===== src/rtl/rot_pkg.sv =====
// Shared definitions for the round-robin rotate scheduler: default widths
// and the FSM state encoding used by rot_sched.
package rot_pkg;

  localparam int ROT_WIDTH = 8;
  localparam int ROT_AMT_W = 3;

  typedef enum logic [1:0] {
    ST_IDLE   = 2'd0,
    ST_ROTATE = 2'd1,
    ST_DONE   = 2'd2
  } state_t;

endpackage


===== src/rtl/rot_reg.sv =====
// Rotate datapath register: parallel load, rotate-left-by-one, hold, and
// synchronous clear. Load takes priority over shift.
module rot_reg #(
  parameter int WIDTH = rot_pkg::ROT_WIDTH
) (
  input  logic             clk,
  input  logic             reset,
  input  logic             load,
  input  logic [WIDTH-1:0] load_data,
  input  logic             shift,
  output logic [WIDTH-1:0] q
);

  logic [WIDTH-1:0] data_reg;
  logic [WIDTH-1:0] data_next;
  logic [WIDTH-1:0] rot_bits;

  // Bit gi takes bit gi-1; bit 0 takes the old MSB.
  generate
    for (genvar gi = 0; gi < WIDTH; gi++) begin : g_rot
      localparam int SRC = (gi == 0) ? WIDTH - 1 : gi - 1;
      assign rot_bits[gi] = data_reg[SRC];
    end
  endgenerate

  always_comb begin
    data_next = data_reg;
    if (load) begin
      data_next = load_data;
    end else if (shift) begin
      data_next = rot_bits;
    end
  end

  always_ff @(posedge clk) begin
    if (reset) begin
      data_reg <= '0;
    end else begin
      data_reg <= data_next;
    end
  end

  assign q = data_reg;

endmodule


===== src/rtl/rot_sched.sv =====
// Two-requester round-robin scheduler feeding a shared left-rotate unit.
// Holds arbiter, amount down-counter and IDLE/ROTATE/DONE FSM.
module rot_sched
  import rot_pkg::*;
#(
  parameter int WIDTH = ROT_WIDTH,
  parameter int AMT_W = ROT_AMT_W
) (
  input  logic             clk,
  input  logic             reset,
  input  logic [1:0]       req_valid,
  output logic [1:0]       req_ready,
  input  logic [WIDTH-1:0] req_data0,
  input  logic [WIDTH-1:0] req_data1,
  input  logic [AMT_W-1:0] req_amt0,
  input  logic [AMT_W-1:0] req_amt1,
  output logic             rsp_valid,
  input  logic             rsp_ready,
  output logic             rsp_id,
  output logic [WIDTH-1:0] rsp_data,
  output logic             busy
);

  state_t           state_reg, state_next;
  logic [AMT_W-1:0] cnt_reg, cnt_next;
  logic             id_reg, id_next;
  logic             last_reg, last_next;

  logic [1:0]       grant;
  logic             hs;
  logic             hs_id;
  logic [WIDTH-1:0] sel_data;
  logic [AMT_W-1:0] sel_amt;
  logic             load;
  logic             shift;

  // Grants are only offered in IDLE and never while reset is asserted.
  // On contention the requester that was not served last wins.
  always_comb begin
    grant = 2'b00;
    if (state_reg == ST_IDLE && !reset) begin
      case (req_valid)
        2'b01:   grant = 2'b01;
        2'b10:   grant = 2'b10;
        2'b11:   grant = last_reg ? 2'b01 : 2'b10;
        default: grant = 2'b00;
      endcase
    end
  end

  assign req_ready = grant;
  assign hs        = |(req_valid & grant);
  assign hs_id     = grant[1];
  assign sel_data  = hs_id ? req_data1 : req_data0;
  assign sel_amt   = hs_id ? req_amt1 : req_amt0;

  always_comb begin
    state_next = state_reg;
    cnt_next   = cnt_reg;
    id_next    = id_reg;
    last_next  = last_reg;
    load       = 1'b0;
    shift      = 1'b0;
    case (state_reg)
      ST_IDLE: begin
        if (hs) begin
          load       = 1'b1;
          cnt_next   = sel_amt;
          id_next    = hs_id;
          last_next  = hs_id;
          state_next = (sel_amt != '0) ? ST_ROTATE : ST_DONE;
        end
      end
      ST_ROTATE: begin
        shift = 1'b1;
        if (cnt_reg != '0) begin
          cnt_next = cnt_reg - 1'b1;
        end
        // The step that takes the counter from 1 to 0 is the last rotation.
        if (cnt_reg <= 1) begin
          state_next = ST_DONE;
        end
      end
      ST_DONE: begin
        if (rsp_ready) begin
          state_next = ST_IDLE;
        end
      end
      default: state_next = ST_IDLE;
    endcase
  end

  // last_reg resets to 1 so that requester 0 wins the first contention.
  always_ff @(posedge clk) begin
    if (reset) begin
      state_reg <= ST_IDLE;
      cnt_reg   <= '0;
      id_reg    <= 1'b0;
      last_reg  <= 1'b1;
    end else begin
      state_reg <= state_next;
      cnt_reg   <= cnt_next;
      id_reg    <= id_next;
      last_reg  <= last_next;
    end
  end

  rot_reg #(
    .WIDTH(WIDTH)
  ) u_rot_reg (
    .clk      (clk),
    .reset    (reset),
    .load     (load),
    .load_data(sel_data),
    .shift    (shift),
    .q        (rsp_data)
  );

  assign rsp_valid = (state_reg == ST_DONE);
  assign rsp_id    = id_reg;
  assign busy      = (state_reg != ST_IDLE);

endmodule

===== config.mk =====
export PLATFORM = sky130hd
export DESIGN_NAME = rot_sched
export DESIGN_NICKNAME = d
export VERILOG_FILES = /design/src/rtl/rot_pkg.sv /design/src/rtl/rot_reg.sv /design/src/rtl/rot_sched.sv
export SDC_FILE = /design/constraint.sdc
export NUM_CORES = 1
export LEC_CHECK = 0
export CAP_MARGIN = 25
export CORE_ASPECT_RATIO = 1.4
export CORE_MARGIN = 1.5
export CORE_UTILIZATION = 45
export CTS_CLUSTER_DIAMETER = 150
export CTS_CLUSTER_SIZE = 24
export DETAILED_ROUTE_END_ITERATION = 6
export GPL_TIMING_DRIVEN = 0
export PLACE_DENSITY = 0.86
export SLEW_MARGIN = 10
export SYNTH_ARGS = -nofsm -noshare
export SYNTH_HDL_FRONTEND = slang
export SYNTH_SLANG_ARGS = --single-unit

===== constraint.sdc =====
create_clock -name clk -period 6.02 [get_ports clk]
set_clock_uncertainty 0.2 [all_clocks]
set_input_delay 1.806 -clock clk [delete_from_list [all_inputs] [get_ports clk]]
set_output_delay 1.806 -clock clk [all_outputs]
set_load 0.005 [all_outputs]

======== After elaboration in Yosys (flattened, before gate mapping) ========
Index checks and enable logic that the tools add are counted.
word-level totals
  register bits after elaboration ......... 15
  latch bits .............................. 0
  bits in writable memories ............... 0
  memory bits (read-only) ................. 0
  output and inout bits ................... 13
  word-level logic and storage cells ...... 47
  memories kept ........................... 0
cells by class
  add/subtract/negate cells ............... 1
  multipliers ............................. 0
  divide/modulo/power cells ............... 0
  $lt $le $gt $ge ......................... 1
  equal/unequal tests ..................... 9
  shifts and indexed selects .............. 0
  multiplexer cells ....................... 18
  bitwise operators ....................... 1
  reductions and logical operators ........ 12
operators with widths
  cell                                                  count
  2-to-1 mux 8 bit                                      3
  2-to-1 mux 2 bit                                      6
  case mux 2 bit (3 select lines)                       2
  2-to-1 mux 3 bit                                      3
  equality test 2 bit (second input constant)           3
  != test 2 bit (second input constant)                 3
  case mux 3 bit (2 select lines)                       1
  AND reduction 3 bit                                   2
  nonzero test 2 bit                                    3
  nonzero test 3 bit                                    2
  equality test 2 x 1 -> 1 bit (second input constant)  2
  <= comparator 3 x 1 -> 1 bit (second input constant)  1
  2-to-1 mux 1 bit                                      3
  subtractor 3 x 1 -> 3 bit (second input constant)     1
  AND 2 bit                                             1
  zero test 2 bit                                       1
  != test 2 x 1 -> 1 bit (second input constant)        1
  AND reduction 2 bit                                   1
  OR reduction 2 bit                                    1
  logical AND 1 bit                                     1
  zero test 1 bit                                       1

======== Logic depth before layout (Yosys ltp) ========
  word-level depth ........................ 8
  mapped depth ............................ 6
  depth with buffers taken out ............ 6

======== Modules after synthesis ========
From an unflattened synthesis, not the netlist that was laid out.
second synthesis, totals
  cells, all modules ...................... 106
  area total of the unflattened synthesis .. 991.0 um2
by module, submodules not included
  module     instances  cells an instance  area each (um2)  sequential area each (um2)
  rot_sched  1          71                 621.8            140.1
  rot_reg    1          35                 369.1            160.2

======== Worst setup path before layout ========
OpenSTA, ideal clock, no wires.
  path type ............................... input to output
  start ................................... in reset
  end ..................................... out req_ready[0]
  data arrival time ....................... 2593 ps
  data required time ...................... 4014 ps
  setup slack ............................. 1421 ps
  cell stages on the path ................. 5
  path buffers ............................ 2
  cell sequence ........................... buf_2 > nor3_4 > o21ai_1 > buf_6 > nor2_1
on the way
  word-level cells in the longest chain between the ends .. 3
RTL lines
  element             line             source
  start: declaration  rot_sched.sv:10  input logic reset,
  zero test 1 bit     rot_sched.sv:41  if (state_reg == ST_IDLE && !reset) begin
  logical AND 1 bit   rot_sched.sv:41
  2-to-1 mux 2 bit    rot_sched.sv:41
  end: declaration    rot_sched.sv:12  output logic [1:0] req_ready,
Every way passes these cells.

======== Worst setup path in the final report ========
  start ................................... in req_valid[1]
  end ..................................... out req_ready[0]
on the way
  word-level cells in the longest chain between the ends .. 3
  elaborated cells on any way between the ends .. 5
RTL lines
  element                                                                     line             source
  start: declaration                                                          rot_sched.sv:11  input logic [1:0] req_valid,
  equality test 2 bit / equality test 2 x 1 -> 1 bit (equally long branches)  rot_sched.sv:42  case (req_valid)
  case mux 2 bit (3 select lines) (*)                                         rot_sched.sv:42
  2-to-1 mux 2 bit (*)                                                        rot_sched.sv:41
Mark *: on every way between the ends. The rest lies on a longest branch, timed or not.

==> results.cfg <==
[status]
status = completed

[yosys]
synth_fp_nets = 134
ys_types = 37
ys_seq_elements = 15
ys_warn_count = 0
syn_inst = 104
avgSynthCellArea_um2 = 8.99
ys_seq_area_share_pct = 32.1
syn_area_um2 = 935
synthTopCellsByArea = dfxtp_1 (32%), o2bb2ai_1 (8.4%), a211oi_2 (6.7%)
synth.largest_area_cell = dfxtp_1
yosys.area.top_type_share_pct = 32.1

[grt]
grt_max_degree = 11
grt_pass1_wl_um = 4160
grt.overflow.total = 0
grt.total_usage_pct = 22.0
grt_pass1_vias = 964
antenna_found_initial = 0

[clocking]
clk_latency_ps = 280
clk_pin_slew_ps = 90
cts_sinks = 15
cts_tree = built
post_cts_resized = 0
cts_root_buffer = clkbuf_4
clockBufferDepth = 2
htreeDepth = 1
cts_setup_buffers = 0
cts_buffers = 3
hold_buffers = 0

[critical_path]
worstSetupStartpoint = req_valid[1]
worstReg2RegStart = state_reg[1]$_SDFFE_PP0P_
critical_path.max_stage_delay_ps = 510
cp-endpoint = req_ready[0]
crit_path_start_kind = input port
crit_chain = clkdlybuf4s50_1 -> a21boi_2 -> buf_2 -> buf_2 -> nor2_1 -> clkdlybuf4s50_1
cp.required_ps = 4010
cp.depth = 6
worst_r2r_endpoint = u_rot_reg.q[3]$_SDFFE_PP0P_
r2r_cells = 5
crit_buf_inv = 4
critPathSlowestCell = clkdlybuf4s50_1
path_class = input port to output pin
worst-endpoint-arrival_ps = 3730
r2r_slack_ps = 4270
crit_fanout = 10
cpLargestDelayFamily = buffers and inverters
cp-end-kind = output pin

[power]
sequentialPowerShare_pct = 40.1
p_sw_mw = 0.116
sw_frac_of_total_pct = 34.3
p_per_area_nw_per_um2 = 247
vdd_ir_drop_max_v = 0.000199
combinationalPowerShare_pct = 42.7
internal_power_mw = 0.222
pwr-share-clk_pct = 17.1
p_leak_nw = 0.502

[timing]
hold_ws_ps = 287
worst_slew_pin_slew_ps = 492
grt_setup_unrepaired = false
min_period_ps = 5730
finalSetupViolations = 0
relSlewSlack_pct = 67.0
drv_slew = 0
post-route-period-util_pct = 95.2
hold_viol = 0
fin_setup_tns_ps = 0
max_freq_ghz = 0.174

[floorplanning]
core_um2 = 1950
die_w_um = 41.5
std_cell_rows = 19
fp.dieH_um = 56.9
die_area_um2 = 2360
start_util_pct = 47.9
io_pins = 40

[route]
avgViaCountPerCell = 5.65
wl_um = 2440
dr.first_iter.drc_count = 14
wl_per_cell_um = 14.6
drtAntennaViolNets = 0
drcViolationCount = 0
dr.pass1.iters = 4
routed-via-count = 943

[layout]
drive_gt1_share_pct = 14.4
final_cell_mix = clkdlybuf4s50_1 (38), dfxtp_1 (15), nor2b_1 (10), o2bb2ai_1 (9), o21ai_0 (8)
final_util_pct = 70.2
diodes = 0
finalNetCount = 177
final_common_cell = clkdlybuf4s50_1
area_growth_pct = 46.5
largest_reg_flops = 8

[placed_design]
gp_congestion = 0.805
port_buffers = 38
dpl.hpwl_um = 1890

[worst_hold_path]
hold_class = register to register
hp-start = u_rot_reg.q[0]$_SDFFE_PP0P_

[flow_run]
cap_viol_max_count = 0
[power by group through the flow]
| stage | Combinational (mW) | Clock (mW) | Sequential (mW) |
|---|---|---|---|
| after global routing | 0.159 | 0.0647 | 0.139 |
| after global placement | 0.142 | 0 | 0.137 |
| after CTS | 0.146 | 0.0602 | 0.136 |
| final | 0.144 | 0.0579 | 0.136 |
| after detailed placement | 0.145 | 0 | 0.138 |
| after floorplan | 0.0816 | 0 | 0.135 |
[stage by stage]
step | setup WS, ps | cell area (µm²) | std cells | total power, mW
after floorplan | 1420 | 935 | 104 | 0.217
after detailed placement | 295 | 1340 | 163 | 0.282
final | 286 | 1370 | 167 | 0.338
after global placement | 324 | 1340 | 163 | 0.279
after global routing | 195 | 1370 | 167 | 0.362
after CTS | 288 | 1370 | 167 | 0.341
[cells by family (layout without fill, tap and decap cells)]
group | count (synthesis) | count (layout) | share of synthesized area, %
compound gates | 42 | 42 | 35.9
fa+ha+maj | 3 | 3 | 4.02
buf+inv | 9 | 51 | 4.95
flops | 15 | 15 | 32.1
mux | 1 | 1 | 1.07
simple gates | 34 | 34 | 22.0
[worst min-delay path by stage]
stage / end / slack (ps) / cells after the start
6_report: u_rot_reg.q[0]$_SDFFE_PP0P_ / 290 / 1
4_1_cts: u_rot_reg.q[0]$_SDFFE_PP0P_ / 290 / 1
3_3_place_gp: rsp_id$_SDFFE_PP0P_ / 270 / 2
3_5_place_dp: u_rot_reg.q[3]$_SDFFE_PP0P_ / 270 / 1
5_1_grt: u_rot_reg.q[1]$_SDFFE_PP0P_ / 310 / 1
2_1_floorplan: last_reg$_SDFFE_PP1P_ / 260 / 1
[cell usage after synthesis]
master,instances
a211oi_2,5
nand3_1,2
a31oi_1,1
o21a_1,1
or2_2,1
o21ai_1,2
nor3_4,1
nor3_1,3
a211o_1,2
a211oi_1,4
nand2_2,1
ha_1,3
o2bb2ai_1,9
o21ai_0,8
nand3b_1,1
o21bai_1,1
inv_1,4
nand2b_1,4
a31o_2,1
o211ai_1,1
a21oi_1,2
o32ai_1,1
a311oi_1,1
nand2_1,2
a221o_1,1
mux2i_1,1
buf_6,1
and3_1,1
a32o_1,1
and2b_1,1
dfxtp_1,15
nor2b_1,10
nor2_1,5
a21boi_2,1
nor3_2,1
buf_2,4
nor2_2,1
[layer usage]
layer	share of wire, %	track usage, %	wire length [µm]
met3	4.6	3.86	113
met5	0	0	0
met2	52	38.8	1270
met1	42	25.2	1030
met4	0.86	10.1	21
[final cells by class]
| class | instances | area, µm² |
|---|---|---|
| plain buffers | 5 | 31.3 |
| clock buffers | 3 | 22.5 |
| clock inverters | 1 | 5.00 |
| fillers | 158 | 581 |
| inverters | 4 | 15.0 |
| multi-input cells | 80 | 588 |
| flip-flops and latches | 15 | 300 |
| well taps | 21 | 26.3 |
| repair buffers | 38 | 380 |
[worst register-to-register path, stage by stage (launching register included)]
cell and delay [ps]:
dfxtp_1 410, nor3_4 310, o21ai_1 240, buf_6 220, a211oi_2 190, o2bb2ai_1 90
No activity file was read; power rests on OpenSTA's default activity.
